[config.mk]
export PLATFORM = sky130hd
export DESIGN_NAME = cell_exerciser
export DESIGN_NICKNAME = d
export VERILOG_FILES = /design/src/rtl/cell_exerciser.sv
export SDC_FILE = /design/constraint.sdc
export NUM_CORES = 1
export LEC_CHECK = 0
export ABC_CLOCK_PERIOD_IN_PS = 4100
export CAP_MARGIN = 10
export CORE_ASPECT_RATIO = 0.8
export CORE_MARGIN = 3
export CORE_UTILIZATION = 40
export DETAILED_ROUTE_END_ITERATION = 10
export SLEW_MARGIN = 20
export SYNTH_ARGS = -nofsm -noshare
export SYNTH_HDL_FRONTEND = slang
export SYNTH_SLANG_ARGS = --single-unit
[constraint.sdc]
create_clock -name CLK -period 4.1 [get_ports CLK]
set_clock_uncertainty 0.1 [all_clocks]
set_input_delay 1.23 -clock CLK [delete_from_list [all_inputs] [get_ports CLK]]
set_output_delay 1.23 -clock CLK [all_outputs]
set_load 0.05 [all_outputs]
[src/rtl/cell_exerciser.sv]
// rtl/cell_exerciser.sv - exhaustive 4-input cell exerciser comparing Y against a truth table
// Optional macro CELL_EXERCISER_GRAY_EN selects Gray-code pattern order instead of binary.
module cell_exerciser #(
    parameter int          SETTLE = 2,
    parameter logic [15:0] TRUTH  = 16'h0777
) (
    input  logic        CLK,
    input  logic        RST,
    input  logic        START,
    input  logic        ABORT,
    output logic        A1,
    output logic        A2,
    output logic        B1,
    output logic        B2,
    input  logic        Y,
    output logic        BUSY,
    output logic        DONE,
    output logic        PASS,
    output logic [4:0]  ERR_COUNT,
    output logic [15:0] FAIL_VEC
);

    typedef enum logic [1:0] {IDLE, DRIVE, SAMPLE, FIN} state_t;

    localparam logic [3:0] SETTLE_LOAD = 4'(SETTLE - 1);

    state_t      state, state_n;
    logic [3:0]  step, step_n;
    logic [3:0]  cnt, cnt_n;
    logic [3:0]  stim, stim_n;
    logic [4:0]  err, err_n;
    logic [15:0] fvec, fvec_n;

    function automatic logic [3:0] pattern_of(input logic [3:0] s);
`ifdef CELL_EXERCISER_GRAY_EN
        return s ^ (s >> 1);
`else
        return s;
`endif
    endfunction

    always_ff @(posedge CLK) begin
        if (RST) begin
            state <= IDLE;
            step  <= '0;
            cnt   <= '0;
            stim  <= '0;
            err   <= '0;
            fvec  <= '0;
        end else begin
            state <= state_n;
            step  <= step_n;
            cnt   <= cnt_n;
            stim  <= stim_n;
            err   <= err_n;
            fvec  <= fvec_n;
        end
    end

    always_comb begin
        state_n = state;
        step_n  = step;
        cnt_n   = cnt;
        stim_n  = stim;
        err_n   = err;
        fvec_n  = fvec;
        case (state)
            IDLE, FIN: begin
                if (START && !ABORT) begin
                    state_n = DRIVE;
                    step_n  = '0;
                    cnt_n   = SETTLE_LOAD;
                    stim_n  = pattern_of(4'd0);
                    err_n   = '0;
                    fvec_n  = '0;
                end
            end
            DRIVE: begin
                if (ABORT) begin
                    state_n = IDLE;
                    stim_n  = '0;
                end else if (cnt == 4'd0) begin
                    state_n = SAMPLE;
                end else begin
                    cnt_n = cnt - 4'd1;
                end
            end
            SAMPLE: begin
                if (ABORT) begin
                    state_n = IDLE;
                    stim_n  = '0;
                end else begin
                    // stim holds the pattern value, which indexes both TRUTH and FAIL_VEC
                    if (Y != TRUTH[stim]) begin
                        err_n        = err + 5'd1;
                        fvec_n[stim] = 1'b1;
                    end
                    if (step == 4'd15) begin
                        state_n = FIN;
                        stim_n  = '0;
                    end else begin
                        state_n = DRIVE;
                        step_n  = step + 4'd1;
                        stim_n  = pattern_of(step + 4'd1);
                        cnt_n   = SETTLE_LOAD;
                    end
                end
            end
            default: begin
                state_n = IDLE;
                stim_n  = '0;
            end
        endcase
    end

    assign A1        = stim[0];
    assign A2        = stim[1];
    assign B1        = stim[2];
    assign B2        = stim[3];
    assign BUSY      = (state == DRIVE) || (state == SAMPLE);
    assign DONE      = (state == FIN);
    assign PASS      = (state == FIN) && (err == 5'd0);
    assign ERR_COUNT = err;
    assign FAIL_VEC  = fvec;

endmodule

After elaboration in Yosys (flattened, before gate mapping)
Memory sizes are Yosys's and may differ from the RTL's. A register that Yosys moved wholly into a read port is not among the register bits. Cells that the tools add are included.

Flip-flop bits (word level): 35. Output and inout port bits: 28. RAM bits: 0. Memory bits (read-only): 16. Bits of input ports: 5. Word-level logic and storage cells: 74. Memories kept: 1. Latch bits: 0.

Memory list: (no name shown) (words 16, width 1, rd ports 1, clocked after Yosys merged registers in 1, write ports 0, RTL line 94) `if (Y != TRUTH[stim]) begin`.

Bitwise operators: 1. Eq/ne operators: 13. Shift operators: 0. Div/mod/pow operators: 0. Add/sub/neg operators: 3. Magnitude comparators: 2. Muxes and demuxes: 33. Reduce and logical (&&, ||, !) cells: 15. Multipliers: 0.

Operator list (count): two-way mux 4 bit (13); two-way mux 16 bit (3); one-hot mux 16 bit (2 select lines) (1); one-hot mux 4 bit (3 select lines) (2); bitwise OR 16 bit (1); two-way mux 5 bit (3); inequality test 2 bit (second input constant) (7); two-way mux 2 bit (5); one-hot mux 5 bit (2 select lines) (1); one-hot mux 4 bit (2 select lines) (1); AND reduction 4 bit (2); one-hot mux 2 bit (3 select lines) (1); adder 5 x 1 -> 5 bit (second input constant) (1); logical NOT 5 bit (1); less-than comparator 4 x 5 -> 1 bit (second input constant) (1); AND reduction 5 bit (1); adder 4 x 1 -> 4 bit (second input constant) (1); demux 1 bit (select 4 bit) (1); equality test 2 bit (second input constant) (2); equality test 4 bit (second input constant) (1); greater-or-equal comparator 4 x 1 -> 1 bit (second input constant) (1); logical NOT 4 bit (1); AND reduction 2 bit (2); subtractor 4 x 1 -> 4 bit (second input constant) (1); other kinds (10) (13).

Depth between registers and ports, before layout
Depth after elaboration: 8. Gate-level depth with buffers: 8. Depth with buffers taken out: 7.

Worst setup path after synthesis
OpenSTA, ideal clock, no wires.

Kind: reg-to-output. Start: reg state[0]. End: out PASS. Cell stages (with the launch flop): 4. Arrival time: 2.394 ns. Required time: 2.770 ns. Path slack: 0.376 ns. Path buffers: 0. Cell sequence: dfxtp_1 ha_1 nand2_1 nor4_1.

Cells in the longest elaborated chain, start to end: 2.

Ends and longest elaborated chain: start: declaration (RTL line 27) `state_t state, state_n;`; start signal: assignment (RTL line 51) `state <= state_n;`; equality test 2 bit; named net DONE (RTL line 17) `output logic DONE,`; logical AND 1 bit (RTL line 122) `assign PASS = (state == FIN) && (err == 5'd0);`; end: declaration (RTL line 18) `output logic PASS,`.

The timed path passes the listed nets, and every way through them passes these cells.

Worst setup path after layout
Start: reg state[0]. End: out BUSY.

Cells in the longest elaborated chain, start to end: 2. Elaborated cells on any way between the ends: 3. Those cells by class: eq/ne: 2; reduce/logical: 1.

Ends and longest elaborated chain: equality test 2 x 1 -> 1 bit or equality test 2 bit (tied branches) (RTL line 120) `assign BUSY = (state == DRIVE) || (state == SAMPLE);`; logical OR 1 bit (*) (RTL line 120); end: declaration (RTL line 16) `output logic BUSY,`.

Mark *: on every way between the ends. The rest lies on a longest branch, timed or not.

==> results.json <==
{
  "outcome": "complete, no violations",
  "io_pins": 33,
  "cts_hold_buf": 0,
  "yosysMostFrequentCell": "dfxtp_1",
  "rows": 20,
  "clockBufferDepth": 2,
  "intPower_w": 0.000557,
  "cp_slowest_stage_delay_ns": 0.83,
  "crit_chain": "inv_1 -> ha_1 -> inv_1 -> clkdlybuf4s50_1",
  "clk_pin_slew_ns": 0.07,
  "post-synth-top-area-cell": "dfxtp_1",
  "finalHoldViolCount": 0,
  "tightest_slew_ns": 0.757,
  "critical_path.most_common_cell": "inv_1",
  "overflow": 0,
  "insertion_delay_ns": 0.28,
  "power_frac_comb_pct": 18.7,
  "cp_slowest_cell": "clkdlybuf4s50_1",
  "fin_util_pct": 54.4,
  "syn_nets": 201,
  "fin_crit_sh_pct": 83.9,
  "cp.arrival_ns": 2.11,
  "gr-usage-all-layers_pct": 16.2,
  "fmax_mhz": 291,
  "critPathLaunchType": "register",
  "drc": 0,
  "endpoint_kind": "output port",
  "area_growth_pct": 27.5,
  "synthTopCellsByArea": "dfxtp_1 (44%), nor2_1 (6.6%), ha_1 (5.3%)",
  "peakVddDrop_mv": 0.213,
  "postSynthCellCount": 189,
  "place_hpwl_um": 2820,
  "p_leak_nw": 0.767,
  "nNetsFinal": 235,
  "synth_edf_count": 0,
  "die_y_um": 63.5,
  "grt_pass1_vias": 1364,
  "power_frac_clock_pct": 34.6,
  "grt_antenna_before_repair": 0,
  "grt_max_degree": 20,
  "cts_setup_buffers": 0,
  "die_w_um": 77.9,
  "ys_ff_latch": 36,
  "synth_top_cells_by_count": "dfxtp_1 (36), nor2_1 (29), a21oi_1 (16)",
  "wl_per_cell_um": 13.2,
  "cts_buffers": 5,
  "syn-mean-instance-area_um2": 8.75,
  "power_density_mw_per_mm2": 368,
  "final_max_slew_viol_count": 0,
  "cts_sinks": 36,
  "fin_crit_ns": 3.44,
  "wl_um": 3670,
  "synth_top_area_share_pct": 43.6,
  "root_buffer": "clkbuf_8",
  "switching_share_pct": 28.2,
  "place_congestion": 0.779,
  "ys_async_sr_fraction_pct": 0,
  "dieArea_mm2": 0.00495,
  "slew_headroom_pct": 49.6,
  "critPathMaxFanout": 7,
  "fin_tns_setup_ns": 0,
  "drt.antenna.violating_nets": 0,
  "port_buffers": 32,
  "yosysSeqAreaShare_pct": 43.6,
  "min_path_type": "register to register",
  "drtPass1Iterations": 4,
  "num_antenna_cells": 0,
  "vias": 1448,
  "rsz0062_at_grt": "false",
  "viasPerCell": 5.21,
  "fillers": 370,
  "setup_viol": 0,
  "drive_gt1_share_pct": 6.28,
  "ctsResizeCount": 0,
  "core_area_mm2": 0.00388,
  "cts_tree": "built",
  "maxCapViolCount": 0,
  "seq_power_share_pct": 46.8,
  "ys_warn_count": 0,
  "ys.flop_type": "dfxtp_1",
  "initial_core_util_pct": 42.6,
  "drtIter0Drc": 56,
  "power.switching_w": 0.000219,
  "grt_pass1_wl_um": 6440,
  "critPathKind": "register to output port",
  "syn_area_mm2": 0.00165,
  "htreeDepth": 2,
  "synth_cell_type_count": 41,
  "required_ns": 2.77
}
==> state kept, by name, indices dropped and copies added, names as in the netlist, named ones only <==
name and flops:
ERR_COUNT 5, FAIL_VEC 16, cnt 4, state 2
step 4, stim 4
==> metal layers <==
layer	vias up	wire, µm	GRT usage [%]
met2	24	1660	24.5
met5	-	0	0
met4	0	35	6.55
li1	742	-	-
met1	677	1830	21.9
met3	5	136	4.29
==> area by class of cell <==
type / count / area, µm² / area share (%)
clock buffers: 7 / 96.3 / 4.57
inverters: 11 / 41.3 / 1.96
multi-input cells: 136 / 855 / 40.5
flip-flops and latches: 36 / 721 / 34.2
well taps: 55 / 68.8 / 3.26
repair buffers: 33 / 328 / 15.5
==> cells in the final DEF (no fill, tap or decap), types with 3 or more instances in the layout <==
master            n
dfxtp_1          36
clkdlybuf4s50_1  32
nor2_1           29
a21oi_1          16
nand2_1          13
inv_1            10
a31oi_1           8
ha_1              7
clkbuf_8          7
nor2b_1           5
nand3_1           4
xor2_1            4
nand2b_1          4
o21ai_0           4
or3_1             3
o21ai_1           3
a41oi_1           3
nand4_1           3
and2_1            3
nor3_1            3
==> power groups by stage <==
stage	combinational, W	clock, W	sequential [W]
6_report	0.000145	0.000268	0.000363
5_1_grt	0.000159	0.000293	0.000364
4_1_cts	0.000145	0.000275	0.000363
3_5_place_dp	0.000144	0	0.000371
3_3_place_gp	0.000141	0	0.000371
2_1_floorplan	0.000106	0	0.000375
==> per-stage QoR <==
| step | hold WS (ns) | instances | total power, W | worst slack [ns] | instance area (µm²) |
|---|---|---|---|---|---|
| after floorplan | 0.352 | 189 | 0.000481 | 0.376 | 1650 |
| after global placement | 0.347 | 271 | 0.000511 | 0.800 | 2010 |
| after detailed placement | 0.358 | 271 | 0.000515 | 0.729 | 2010 |
| after CTS | 0.373 | 278 | 0.000782 | 0.632 | 2110 |
| after global routing | 0.407 | 278 | 0.000815 | 0.574 | 2110 |
| final | 0.371 | 278 | 0.000776 | 0.658 | 2110 |
==> worst max-delay path, delay by kind of cell (launching register included) <==
kind / cells / cell delay [ns]
buffers and inverters: 3 / 1.07
adders and majority gates: 1 / 0.38
DFF: 1 / 0.38
==> final timing paths <==
| kind | to | from | depth (start not counted) | slack (ns) |
|---|---|---|---|---|
| setup / recovery | BUSY | state[0]$_SDFFE_PP0P_ | 4 | 0.66 |
| hold / removal | FAIL_VEC[14]$_SDFFE_PP0P_ | FAIL_VEC[14]$_SDFFE_PP0P_ | 2 | 0.37 |
| setup reg to reg | FAIL_VEC[14]$_SDFFE_PP0P_ | state[0]$_SDFFE_PP0P_ | 8 | 1.63 |
| hold reg to reg | FAIL_VEC[14]$_SDFFE_PP0P_ | FAIL_VEC[14]$_SDFFE_PP0P_ | 2 | 0.37 |
==> kinds of logic after synthesis <==
kind of cell / Yosys count / synth area share, %
compound gates: 46 / 19.7
xor+xnor: 6 / 3.18
fa+ha+maj: 7 / 5.29
buf+inv: 17 / 4.77
flops: 36 / 43.6
mux: 2 / 1.29
simple gates: 75 / 22.2
(Power assumes the default switching activity.)
